[src/rtl/riscv_pkg.sv]
// Shared RISC-V core definitions: opcode constants, the NOP encoding and the fetch FSM states.
// The HALT state exists only when IF_ALIGN_CHECK_EN is defined.
package riscv_pkg;

  localparam logic [6:0]  OPC_LOAD  = 7'b0000011;
  localparam logic [6:0]  OPC_STORE = 7'b0100011;
  localparam logic [6:0]  OPC_OPIMM = 7'b0010011;
  localparam logic [6:0]  OPC_OP    = 7'b0110011;

  localparam logic [31:0] NOP_INSTR = 32'h0000_0013;

  typedef enum logic [1:0] {
    S_REQ   = 2'd0,
    S_HOLD  = 2'd1,
    S_DRAIN = 2'd2
`ifdef IF_ALIGN_CHECK_EN
    ,
    S_HALT  = 2'd3
`endif
  } fetch_state_e;

endpackage

[src/rtl/instruction_fetch_if.sv]
// Fetch-stage bus bundle: instruction-memory req/ack, decode valid/ready and the redirect port.
// The master modport is the fetch unit; the slave modport is the memory/decode/branch side.
interface instruction_fetch_if #(
  parameter int XLEN = 32
);

  logic            imem_req;
  logic [XLEN-1:0] imem_addr;
  logic            imem_ack;
  logic [31:0]     imem_rdata;

  logic            instr_valid;
  logic            dec_ready;
  logic [31:0]     instr;
  logic [XLEN-1:0] instr_pc;
  logic [6:0]      opcode;

  logic            redirect_valid;
  logic [XLEN-1:0] redirect_pc;
  logic            fetch_fault;

  modport master (
    output imem_req, imem_addr, instr_valid, instr, instr_pc, opcode, fetch_fault,
    input  imem_ack, imem_rdata, dec_ready, redirect_valid, redirect_pc
  );

  modport slave (
    input  imem_req, imem_addr, instr_valid, instr, instr_pc, opcode, fetch_fault,
    output imem_ack, imem_rdata, dec_ready, redirect_valid, redirect_pc
  );

endinterface

[src/rtl/instruction_fetch.sv]
// Fetch stage: holds the PC, fetches words over req/ack and hands them to decode over valid/ready.
// Define IF_ALIGN_CHECK_EN to trap misaligned redirects into a sticky fault and the HALT state.
module instruction_fetch
  import riscv_pkg::*;
#(
  parameter int              XLEN     = 32,
  parameter logic [XLEN-1:0] RESET_PC = '0
) (
  input logic                 clk,
  input logic                 reset,
  instruction_fetch_if.master bus
);

  fetch_state_e    r_state, w_state_nxt;
  logic [XLEN-1:0] r_pc, w_pc_nxt;
  logic [XLEN-1:0] r_pend_pc, w_pend_pc_nxt;
  logic [XLEN-1:0] r_instr_pc, w_instr_pc_nxt;
  logic [31:0]     r_instr, w_instr_nxt;
  logic            r_valid, w_valid_nxt;
  logic            r_fault, w_fault_nxt;

  logic [XLEN-1:0] w_pc_inc;
  logic [XLEN-1:0] w_redir_pc;
  logic            w_misaligned;
  logic            w_redirect;

  // Wraps modulo 2^XLEN; the low two bits stay zero because every PC source is word-aligned.
  assign w_pc_inc   = r_pc + XLEN'(4);
  assign w_redir_pc = {bus.redirect_pc[XLEN-1:2], 2'b00};

`ifdef IF_ALIGN_CHECK_EN
  assign w_misaligned = bus.redirect_valid && (bus.redirect_pc[1:0] != 2'b00);
`else
  assign w_misaligned = 1'b0;
`endif

  assign w_redirect = bus.redirect_valid && !w_misaligned;

  // NOTE: every signal written here gets a default first, so no path can infer a latch.
  always_comb begin
    w_state_nxt    = r_state;
    w_pc_nxt       = r_pc;
    w_pend_pc_nxt  = r_pend_pc;
    w_instr_nxt    = r_instr;
    w_instr_pc_nxt = r_instr_pc;
    w_valid_nxt    = r_valid;
    w_fault_nxt    = r_fault | w_misaligned;

    unique case (r_state)
      S_REQ: begin
`ifdef IF_ALIGN_CHECK_EN
        if (w_misaligned) begin
          w_valid_nxt = 1'b0;
          w_state_nxt = bus.imem_ack ? S_HALT : S_DRAIN;
        end else
`endif
        if (w_redirect) begin
          if (bus.imem_ack) begin
            w_pc_nxt = w_redir_pc;
          end else begin
            w_pend_pc_nxt = w_redir_pc;
            w_state_nxt   = S_DRAIN;
          end
        end else if (bus.imem_ack) begin
          w_instr_nxt    = bus.imem_rdata;
          w_instr_pc_nxt = r_pc;
          w_valid_nxt    = 1'b1;
          w_pc_nxt       = w_pc_inc;
          w_state_nxt    = S_HOLD;
        end
      end

      S_HOLD: begin
`ifdef IF_ALIGN_CHECK_EN
        if (w_misaligned) begin
          w_valid_nxt = 1'b0;
          w_state_nxt = S_HALT;
        end else
`endif
        if (w_redirect) begin
          w_pc_nxt    = w_redir_pc;
          w_valid_nxt = 1'b0;
          w_state_nxt = S_REQ;
        end else if (bus.dec_ready) begin
          w_valid_nxt = 1'b0;
          w_state_nxt = S_REQ;
        end
      end

      // The old request stays on the bus until acked; the redirect target waits in r_pend_pc.
      S_DRAIN: begin
        if (w_redirect) begin
          w_pend_pc_nxt = w_redir_pc;
        end
        if (bus.imem_ack) begin
          w_pc_nxt = w_pend_pc_nxt;
`ifdef IF_ALIGN_CHECK_EN
          w_state_nxt = w_fault_nxt ? S_HALT : S_REQ;
`else
          w_state_nxt = S_REQ;
`endif
        end
      end

`ifdef IF_ALIGN_CHECK_EN
      S_HALT: begin
        w_valid_nxt = 1'b0;
      end
`endif

      default: begin
        w_state_nxt = S_REQ;
      end
    endcase
  end

  // NOTE: reset is synchronous, so it lives inside the clocked block rather than in its sensitivity list.
  always_ff @(posedge clk) begin
    if (reset) begin
      r_state    <= S_REQ;
      r_pc       <= RESET_PC;
      r_pend_pc  <= RESET_PC;
      r_instr    <= NOP_INSTR;
      r_instr_pc <= '0;
      r_valid    <= 1'b0;
      r_fault    <= 1'b0;
    end else begin
      // NOTE: non-blocking assignments keep every register update on the same clock edge.
      r_state    <= w_state_nxt;
      r_pc       <= w_pc_nxt;
      r_pend_pc  <= w_pend_pc_nxt;
      r_instr    <= w_instr_nxt;
      r_instr_pc <= w_instr_pc_nxt;
      r_valid    <= w_valid_nxt;
      r_fault    <= w_fault_nxt;
    end
  end

  // Request decoded from state so it is valid in the cycle the state is entered.
  assign bus.imem_req    = !reset && ((r_state == S_REQ) || (r_state == S_DRAIN));
  assign bus.imem_addr   = r_pc;
  assign bus.instr_valid = r_valid;
  assign bus.instr       = r_instr;
  assign bus.instr_pc    = r_instr_pc;
  assign bus.opcode      = r_valid ? r_instr[6:0] : 7'b0000000;
  assign bus.fetch_fault = r_fault;

endmodule

[src/flat_wrapper.sv]
// flat-port wrapper written by rule: the top's interface ports become plain ports
module instruction_fetch_flat import riscv_pkg::*;
#(
  parameter int              XLEN     = 32,
  parameter logic [XLEN-1:0] RESET_PC = '0
)
  (clk, reset, bus_imem_req, bus_imem_addr, bus_instr_valid, bus_instr, bus_instr_pc, bus_opcode, bus_fetch_fault, bus_imem_ack, bus_imem_rdata, bus_dec_ready, bus_redirect_valid, bus_redirect_pc);
  instruction_fetch_if #(.XLEN(XLEN)) bus_i ();
  input logic clk;
  input logic reset;
  output wire logic [$bits(bus_i.imem_req)-1:0] bus_imem_req;
  output wire logic [$bits(bus_i.imem_addr)-1:0] bus_imem_addr;
  output wire logic [$bits(bus_i.instr_valid)-1:0] bus_instr_valid;
  output wire logic [$bits(bus_i.instr)-1:0] bus_instr;
  output wire logic [$bits(bus_i.instr_pc)-1:0] bus_instr_pc;
  output wire logic [$bits(bus_i.opcode)-1:0] bus_opcode;
  output wire logic [$bits(bus_i.fetch_fault)-1:0] bus_fetch_fault;
  input wire logic [$bits(bus_i.imem_ack)-1:0] bus_imem_ack;
  input wire logic [$bits(bus_i.imem_rdata)-1:0] bus_imem_rdata;
  input wire logic [$bits(bus_i.dec_ready)-1:0] bus_dec_ready;
  input wire logic [$bits(bus_i.redirect_valid)-1:0] bus_redirect_valid;
  input wire logic [$bits(bus_i.redirect_pc)-1:0] bus_redirect_pc;
  assign bus_imem_req = bus_i.imem_req;
  assign bus_imem_addr = bus_i.imem_addr;
  assign bus_instr_valid = bus_i.instr_valid;
  assign bus_instr = bus_i.instr;
  assign bus_instr_pc = bus_i.instr_pc;
  assign bus_opcode = bus_i.opcode;
  assign bus_fetch_fault = bus_i.fetch_fault;
  assign bus_i.imem_ack = bus_imem_ack;
  assign bus_i.imem_rdata = bus_imem_rdata;
  assign bus_i.dec_ready = bus_dec_ready;
  assign bus_i.redirect_valid = bus_redirect_valid;
  assign bus_i.redirect_pc = bus_redirect_pc;
  instruction_fetch #(.XLEN(XLEN), .RESET_PC(RESET_PC)) u_core (.clk(clk), .reset(reset), .bus(bus_i));
endmodule
[config.mk]
export PLATFORM = sky130hd
export DESIGN_NAME = instruction_fetch_flat
export DESIGN_NICKNAME = d
export VERILOG_FILES = /design/src/rtl/riscv_pkg.sv /design/src/rtl/instruction_fetch_if.sv /design/src/rtl/instruction_fetch.sv /design/src/flat_wrapper.sv
export SDC_FILE = /design/constraint.sdc
export NUM_CORES = 1
export LEC_CHECK = 0
export BUFFER_PORTS_ARGS = -buffer_cell sky130_fd_sc_hd__buf_2
export CORE_ASPECT_RATIO = 0.75
export CORE_UTILIZATION = 47
export DETAILED_ROUTE_END_ITERATION = 10
export GPL_ROUTABILITY_DRIVEN = 0
export PLACE_DENSITY = 0.76
export SLEW_MARGIN = 20
export SYNTH_ARGS = -nofsm -noshare
export SYNTH_HDL_FRONTEND = slang
export SYNTH_SLANG_ARGS = --single-unit
export TNS_END_PERCENT = 10
[constraint.sdc]
create_clock -name clk -period 2.1 [get_ports clk]
set_input_delay 0.42 -clock clk [delete_from_list [all_inputs] [get_ports clk]]
set_output_delay 0.42 -clock clk [all_outputs]
set_load 0.01 [all_outputs]
# Yosys cells after proc, flatten, opt, wreduce, memory -nomap -nowiden
# Index checks and enable logic that the tools add are counted.
[word_totals]
ff_bits = 131
in_bits = 69
output_inout_bits = 106
word_cells = 54
[op_classes]
n_addsub = 1
n_eq_ne = 11
n_mux = 23
n_bitwise = 1
reduce_logical = 12
[op_table]
columns = ["cell", "n"]
rows = [
  ["2-to-1 mux 32 bit", 8],
  ["one-hot mux 32 bit (3 select lines)", 1],
  ["one-hot mux 32 bit (2 select lines)", 1],
  ["adder 32 x 3 -> 32 bit (second input constant)", 1],
  ["2-to-1 mux 2 bit", 6],
  ["!= test 2 bit (second input constant)", 6],
  ["AND reduction 4 bit", 3],
  ["!= test 3 bit (second input constant)", 3],
  ["2-to-1 mux 7 bit", 1],
  ["one-hot mux 2 bit (3 select lines)", 1],
  ["AND reduction 3 bit", 2],
  ["2-to-1 mux 1 bit", 4],
  ["nonzero test 2 bit", 2],
  ["nonzero test 3 bit", 1],
  ["== test 2 x 1 -> 1 bit (second input constant)", 1],
  ["== test 2 bit (second input constant)", 1],
  ["zero test 2 bit", 1],
  ["one-hot mux 1 bit (2 select lines)", 1],
  ["logical AND 1 bit", 1],
  ["zero test 1 bit", 1],
  ["logical OR 1 bit", 1],
  ["inverter 1 bit", 1],
]

# Logic depth before layout (Yosys ltp)
[logic_depth]
word_depth = 4
ltp_mapped = 10
mapped_depth_nobuf = 7

# Least setup slack after synthesis
# Ideal clock, no wire load.
[synth_path]
kind = "register to register"
from = "register u_core.r_state[1]"
to = "register u_core.r_pc[30], in the netlist u_core.bus.imem_addr[30]"
t_arrival_ns = 2.027
required_time_ns = 2.030
path_slack_ns = 0.003
stages_incl_launch_ff = 11
n_path_buf = 3
period_less_slack_ns = 2.097
cell_sequence = "dfxtp_1 -> inv_1 -> ha_1 -> clkbuf_1 -> nor2b_1 -> or3_1 -> clkbuf_1 -> buf_2 -> nor4b_1 -> mux2i_1 -> o2bb2ai_1"
[synth_via]
elab_chain_len = 3
elab_cells_between_ends = 9
classes_between = "5 x eq/ne; 1 x mux; 3 x reduce/logical"
[synth_rtl]
columns = ["element", "line", "rtl"]
rows = [
  ["start, declared", "instruction_fetch.sv:14", "fetch_state_e r_state, w_state_nxt;"],
  ["start signal, assigned", "instruction_fetch.sv:129", "r_state <= w_state_nxt;"],
  ["== test 2 x 1 -> 1 bit (tied with other cells)", "instruction_fetch.sv:49", "unique case (r_state)"],
  ["!= test 2 bit (no line) / nonzero test 3 bit (equally long branches)", "-", ""],
  ["AND reduction 4 bit (no line)", "-", ""],
  ["end signal, assigned", "instruction_fetch.sv:130", "r_pc <= w_pc_nxt;"],
  ["end, declared", "instruction_fetch.sv:15", "logic [XLEN-1:0] r_pc, w_pc_nxt;"],
]
# Parallel ways exist; a longest one is shown, timed or not.
# A chain may end at the register's enable or synchronous reset.

# Worst setup path in the final report
[layout_path]
from = "register u_core.r_state[0]"
to = "register u_core.r_pc[26], in the netlist u_core.bus.imem_addr[26]"
# Same word-level chain as after synthesis.

==> PnR_summary.wiki <==
{| class="wikitable"
! Metric !! Value
|-
| Minimum setup slack in the final design || 0.0462 ns
|-
| Average detailed-routed wire length per instance || 16.5 um
|-
| Detailed placer's ending HPWL || 13600 um
|-
| Flop pwr share || 36.9%
|-
| Largest family of logic cells by synthesized area || compound AO/OA/AOI/OAI gates
|-
| Root Driver || sky130_fd_sc_hd__clkbuf_16
|-
| Dominant synthesized flop cell || sky130_fd_sc_hd__dfxtp_1
|-
| Remaining max-slew budget at the tightest pin || 61.4%
|-
| Count of antenna-violating nets left after detailed routing || 0
|-
| Syn Std Cell Area || 6270 um^2
|-
| Mux contribution to synthesized area || 0.798%
|-
| Share of Yosys cell area claimed by the top area cell type || 41.8%
|-
| Shortest period the worst path allows || 2.05 ns
|-
| Total CTS buffers || 17
|-
| Combinational Power Share || 20.6%
|-
| Share of flip-flops with an asynchronous set or reset after synthesis || 0%
|-
| Aggregate routed wire length || 19500 um
|-
| Core area || 13000 um^2
|-
| Clock tree from TritonCTS || built
|-
| Adder-cell share of the synthesized area || 0.997%
|-
| Die Span X || 135 um
|-
| Count leader, synth || sky130_fd_sc_hd__nand2_1
|-
| Actual transition at the worst max-transition pin || 0.578 ns
|-
| Post-placement worst setup slack || -0.00602 ns
|-
| Largest net degree at the start of global routing || 66
|-
| Most numerous cell types in the synthesized netlist || sky130_fd_sc_hd__nand2_1 (214), sky130_fd_sc_hd__dfxtp_1 (131), sky130_fd_sc_hd__a21oi_1 (121)
|-
| Antenna fix cells || 0
|-
| Total overflow reported by the global router || 0
|-
| DP Area || 7590 um^2
|-
| Vias in the first global route || 5776
|-
| Growth of design area from synthesis to finish || 32.2%
|-
| Count of warnings emitted by yosys || 0
|-
| First-pass GRT wire length || 30200 um
|-
| Max-slew violation total from the final report || 0
|-
| Total number of vias || 6737
|-
| R2r endpoint || u_core.bus.imem_addr[26]$_SDFFE_PP0P_
|-
| Crit path from || u_core.r_state[0]$_SDFFE_PP0P_
|-
| Worst hold path type || in -> reg
|-
| Initial core utilization || 48.2%
|-
| Logic depth of the worst register-to-register path || 7
|-
| Mean cell area of the mapped netlist || 7.72 um^2
|-
| Die outline height || 102 um
|-
| Arrival time at the worst endpoint || 2.34 ns
|-
| Met1 routing resource usage after global routing || 42.3%
|-
| Areal power density over the cells || 917 nW/um^2
|-
| Drt pass-1 iters || 5
|-
| Fraction of layout instances using a drive strength above 1 || 29.8%
|-
| GR Util met2 || 40.5%
|-
| Final design instance area without fill || 8290 um^2
|-
| Simple logic cell fraction of the synthesized area || 23.3%
|-
| Hold violation count in the final report || 0
|-
| Maximum clock rate || 487 MHz
|-
| Area enclosed by the die boundary || 13800 um^2
|-
| Worst IR drop on VDD || 0.830 mV
|-
| Cells taking the most area after synthesis || sky130_fd_sc_hd__dfxtp_1 (42%), sky130_fd_sc_hd__nand2_1 (13%), sky130_fd_sc_hd__a21oi_1 (9.7%)
|-
| Number of endpoints failing setup at the final stage || 0
|-
| Clock network power share || 42.5%
|-
| Power spent charging and discharging nets || 2.20 mW
|-
| Gate count after technology mapping || 813
|-
| Clk buf depth || 2
|-
| Worst flop-to-flop path startpoint || u_core.r_state[0]$_SDFFE_PP0P_
|-
| Internal || 5.40 mW
|-
| Boundary pin count || 175
|-
| Number of enable flip-flop cells after synthesis || 0
|-
| RSZ-0062 raised after global routing || true
|-
| Number of violations of the max-capacitance limit || 0
|-
| Portion of the post-synthesis area used by sequential elements || 41.8%
|-
| Source-to-sink clock delay at the later pin of the worst-skew pair || 0.42 ns
|-
| GRT busiest layer || met1
|-
| Met3 track utilization from global routing || 5.65%
|-
| Yosys top cell by area || sky130_fd_sc_hd__dfxtp_1
|-
| Worst Path Class, Setup || reg -> reg
|-
| Parity-gate share of the synthesized area counting xor and xnor cells || 0.419%
|-
| Layout fillers || 1149
|-
| Post-Route Skew || 0.00679 ns
|-
| Number of antenna violations at the first check in global routing || 0
|-
| Net count after synthesis || 887
|-
| Final worst-path cycle share || 97.8%
|-
| Req. time, crit path || 2.38 ns
|-
| DRC violations left || 0
|-
| Via/cell ratio || 5.69
|-
| IO Port Bufs || 171
|-
| Aggregate global-route resource usage || 28.2%
|-
| Number of synthesized register bits || 131
|-
| Detailed router's first-iteration violation count || 734
|-
| Switching share of total power || 29.0%
|-
| Number of rows in the core area || 36
|-
| Destination of the critical timing path || u_core.bus.imem_addr[26]$_SDFFE_PP0P_
|-
| Number of levels the H-tree was split into || 4
|-
| Startpoint class of the critical path || flip-flop
|-
| Final layout net count || 1075
|-
| Largest fanout on the critical path || 23
|-
| CP Capture Type || flip-flop
|-
| Buffers inserted during post-CTS setup optimization || 0
|-
| Clock-pin slew of the registers on the worst-case setup and hold paths || 0.06 ns
|-
| Slack of the worst reg-to-reg path || 0.05 ns
|-
| Run status || completed
|-
| Number of clock sinks || 131
|-
| Number of distinct library cells after synthesis || 65
|-
| Fraction of the mapped netlist area in compound gates || 25.8%
|-
| Total leakage power || 3.59 nW
|}
-- layer usage --
layer	vias to the layer above	part of all wire, %
met4	0	0.73
met5	-	0
li1	3232	-
met3	20	9.5
met1	3145	46
met2	340	44
-- how the worst min path moves through the flow --
stage	from	end	slack [ns]	depth (start not counted)
CTS	bus_imem_rdata[0]	u_core.bus.instr[0]$_SDFFE_PP1P_	0.22	3
floorplan	u_core.r_pend_pc[10]$_SDFFE_PP0P_	u_core.r_pend_pc[10]$_SDFFE_PP0P_	0.44	2
detailed placement	u_core.bus.instr_pc[24]$_SDFFE_PP0P_	u_core.bus.instr_pc[24]$_SDFFE_PP0P_	0.44	2
finish	bus_imem_rdata[4]	u_core.bus.instr[4]$_SDFFE_PP1P_	0.23	3
global placement	u_core.bus.instr_pc[20]$_SDFFE_PP0P_	u_core.bus.instr_pc[20]$_SDFFE_PP0P_	0.44	2
global route	bus_imem_rdata[11]	u_core.bus.instr[11]$_SDFFE_PP0P_	0.23	3
-- through the flow --
step | hold slack, ns | std cells | utilization (%) | total power, mW | setup TNS [ns]
global placement | 0.439 | 1153 | 58.3 | 4.34 | 0
global route | 0.228 | 1185 | 63.7 | 7.90 | -0.0455
finish | 0.228 | 1185 | 63.7 | 7.60 | 0
floorplan | 0.436 | 813 | - | 3.70 | 0
CTS | 0.218 | 1185 | 63.3 | 7.59 | 0
detailed placement | 0.444 | 1153 | 58.3 | 4.36 | -0.00602
-- cells by family (layout without fill, tap and decap cells) --
| group | after synthesis | in the layout |
|---|---|---|
| AO/OA/AOI/OAI | 251 | 251 |
| flip-flops | 131 | 131 |
| other | 1 | 1 |
| AND/OR/NAND/NOR | 327 | 327 |
| XOR/XNOR | 3 | 3 |
| buffers and inverters | 90 | 291 |
| multiplexers | 5 | 5 |
| adder cells (fa/ha/maj) | 5 | 5 |
-- flip-flops by register name, summed over array words and instances (netlist names) --
register                count
u_core.r_state              2
u_core.r_pend_pc           32
u_core.bus.instr_valid      1
u_core.bus.imem_addr       32
u_core.bus.instr_pc        32
u_core.bus.instr           32
-- critical path: stages, from the launching register on --
cell and delay (ns):
sky130_fd_sc_hd__dfxtp_1 0.31, sky130_fd_sc_hd__buf_4 0.15, sky130_fd_sc_hd__ha_1 0.21, sky130_fd_sc_hd__nor2b_1 0.17
sky130_fd_sc_hd__or3_4 0.37, sky130_fd_sc_hd__buf_12 0.17, sky130_fd_sc_hd__a221oi_1 0.38, sky130_fd_sc_hd__o21ai_0 0.15
-- layout make-up --
cell class                      count  area [um^2]  area share, %
Clock buffer                       21          470           5.67
Clock inverter                     11          173           2.08
Inverter                           20         75.1          0.905
Multi-Input combinational cell    592         3290           39.7
Sequential cell                   131         2620           31.6
Tap cell                          171          214           2.58
Timing Repair Buffer              239         1450           17.5
-- power by group through the flow --
stage               combinational (mW)  sequential (mW)  clock [mW]
finish                            1.57             2.81        3.23
global route                      1.70             2.83        3.37
CTS                               1.52             2.80        3.26
detailed placement                1.51             2.86           0
global placement                  1.48             2.85           0
floorplan                        0.769             2.93           0
-- repair_timing --
action | CTS | global route
setup endpoints to repair | 1 | 21
gates cloned | 0 | 0
pin swaps | 0 | 2
hold buffers | 0 | 0
resized for setup | 1 | 12
-- placed cells by master, fill, tap and decap left out, types with 6 or more instances in the layout --
| master | Yosys | layout |
|---|---|---|
| sky130_fd_sc_hd__a211oi_1 | 10 | 9 |
| sky130_fd_sc_hd__a21oi_1 | 121 | 121 |
| sky130_fd_sc_hd__a221oi_1 | 12 | 11 |
| sky130_fd_sc_hd__a22o_1 | 21 | 21 |
| sky130_fd_sc_hd__a22oi_1 | 12 | 11 |
| sky130_fd_sc_hd__a32o_1 | 6 | 6 |
| sky130_fd_sc_hd__and2_1 | 7 | 7 |
| sky130_fd_sc_hd__and3_1 | 8 | 8 |
| sky130_fd_sc_hd__buf_12 | 0 | 6 |
| sky130_fd_sc_hd__buf_2 | 4 | 170 |
| sky130_fd_sc_hd__buf_4 | 1 | 62 |
| sky130_fd_sc_hd__clkbuf_16 | 0 | 17 |
| sky130_fd_sc_hd__dfxtp_1 | 131 | 130 |
| sky130_fd_sc_hd__inv_1 | 20 | 20 |
| sky130_fd_sc_hd__nand2_1 | 214 | 213 |
| sky130_fd_sc_hd__nand3_1 | 19 | 19 |
| sky130_fd_sc_hd__nor2_1 | 31 | 30 |
| sky130_fd_sc_hd__nor2b_1 | 6 | 6 |
| sky130_fd_sc_hd__nor3_1 | 8 | 7 |
| sky130_fd_sc_hd__o21ai_0 | 25 | 24 |
| sky130_fd_sc_hd__or2_2 | 8 | 8 |
Note: power is estimated with default switching activity, not from simulation.
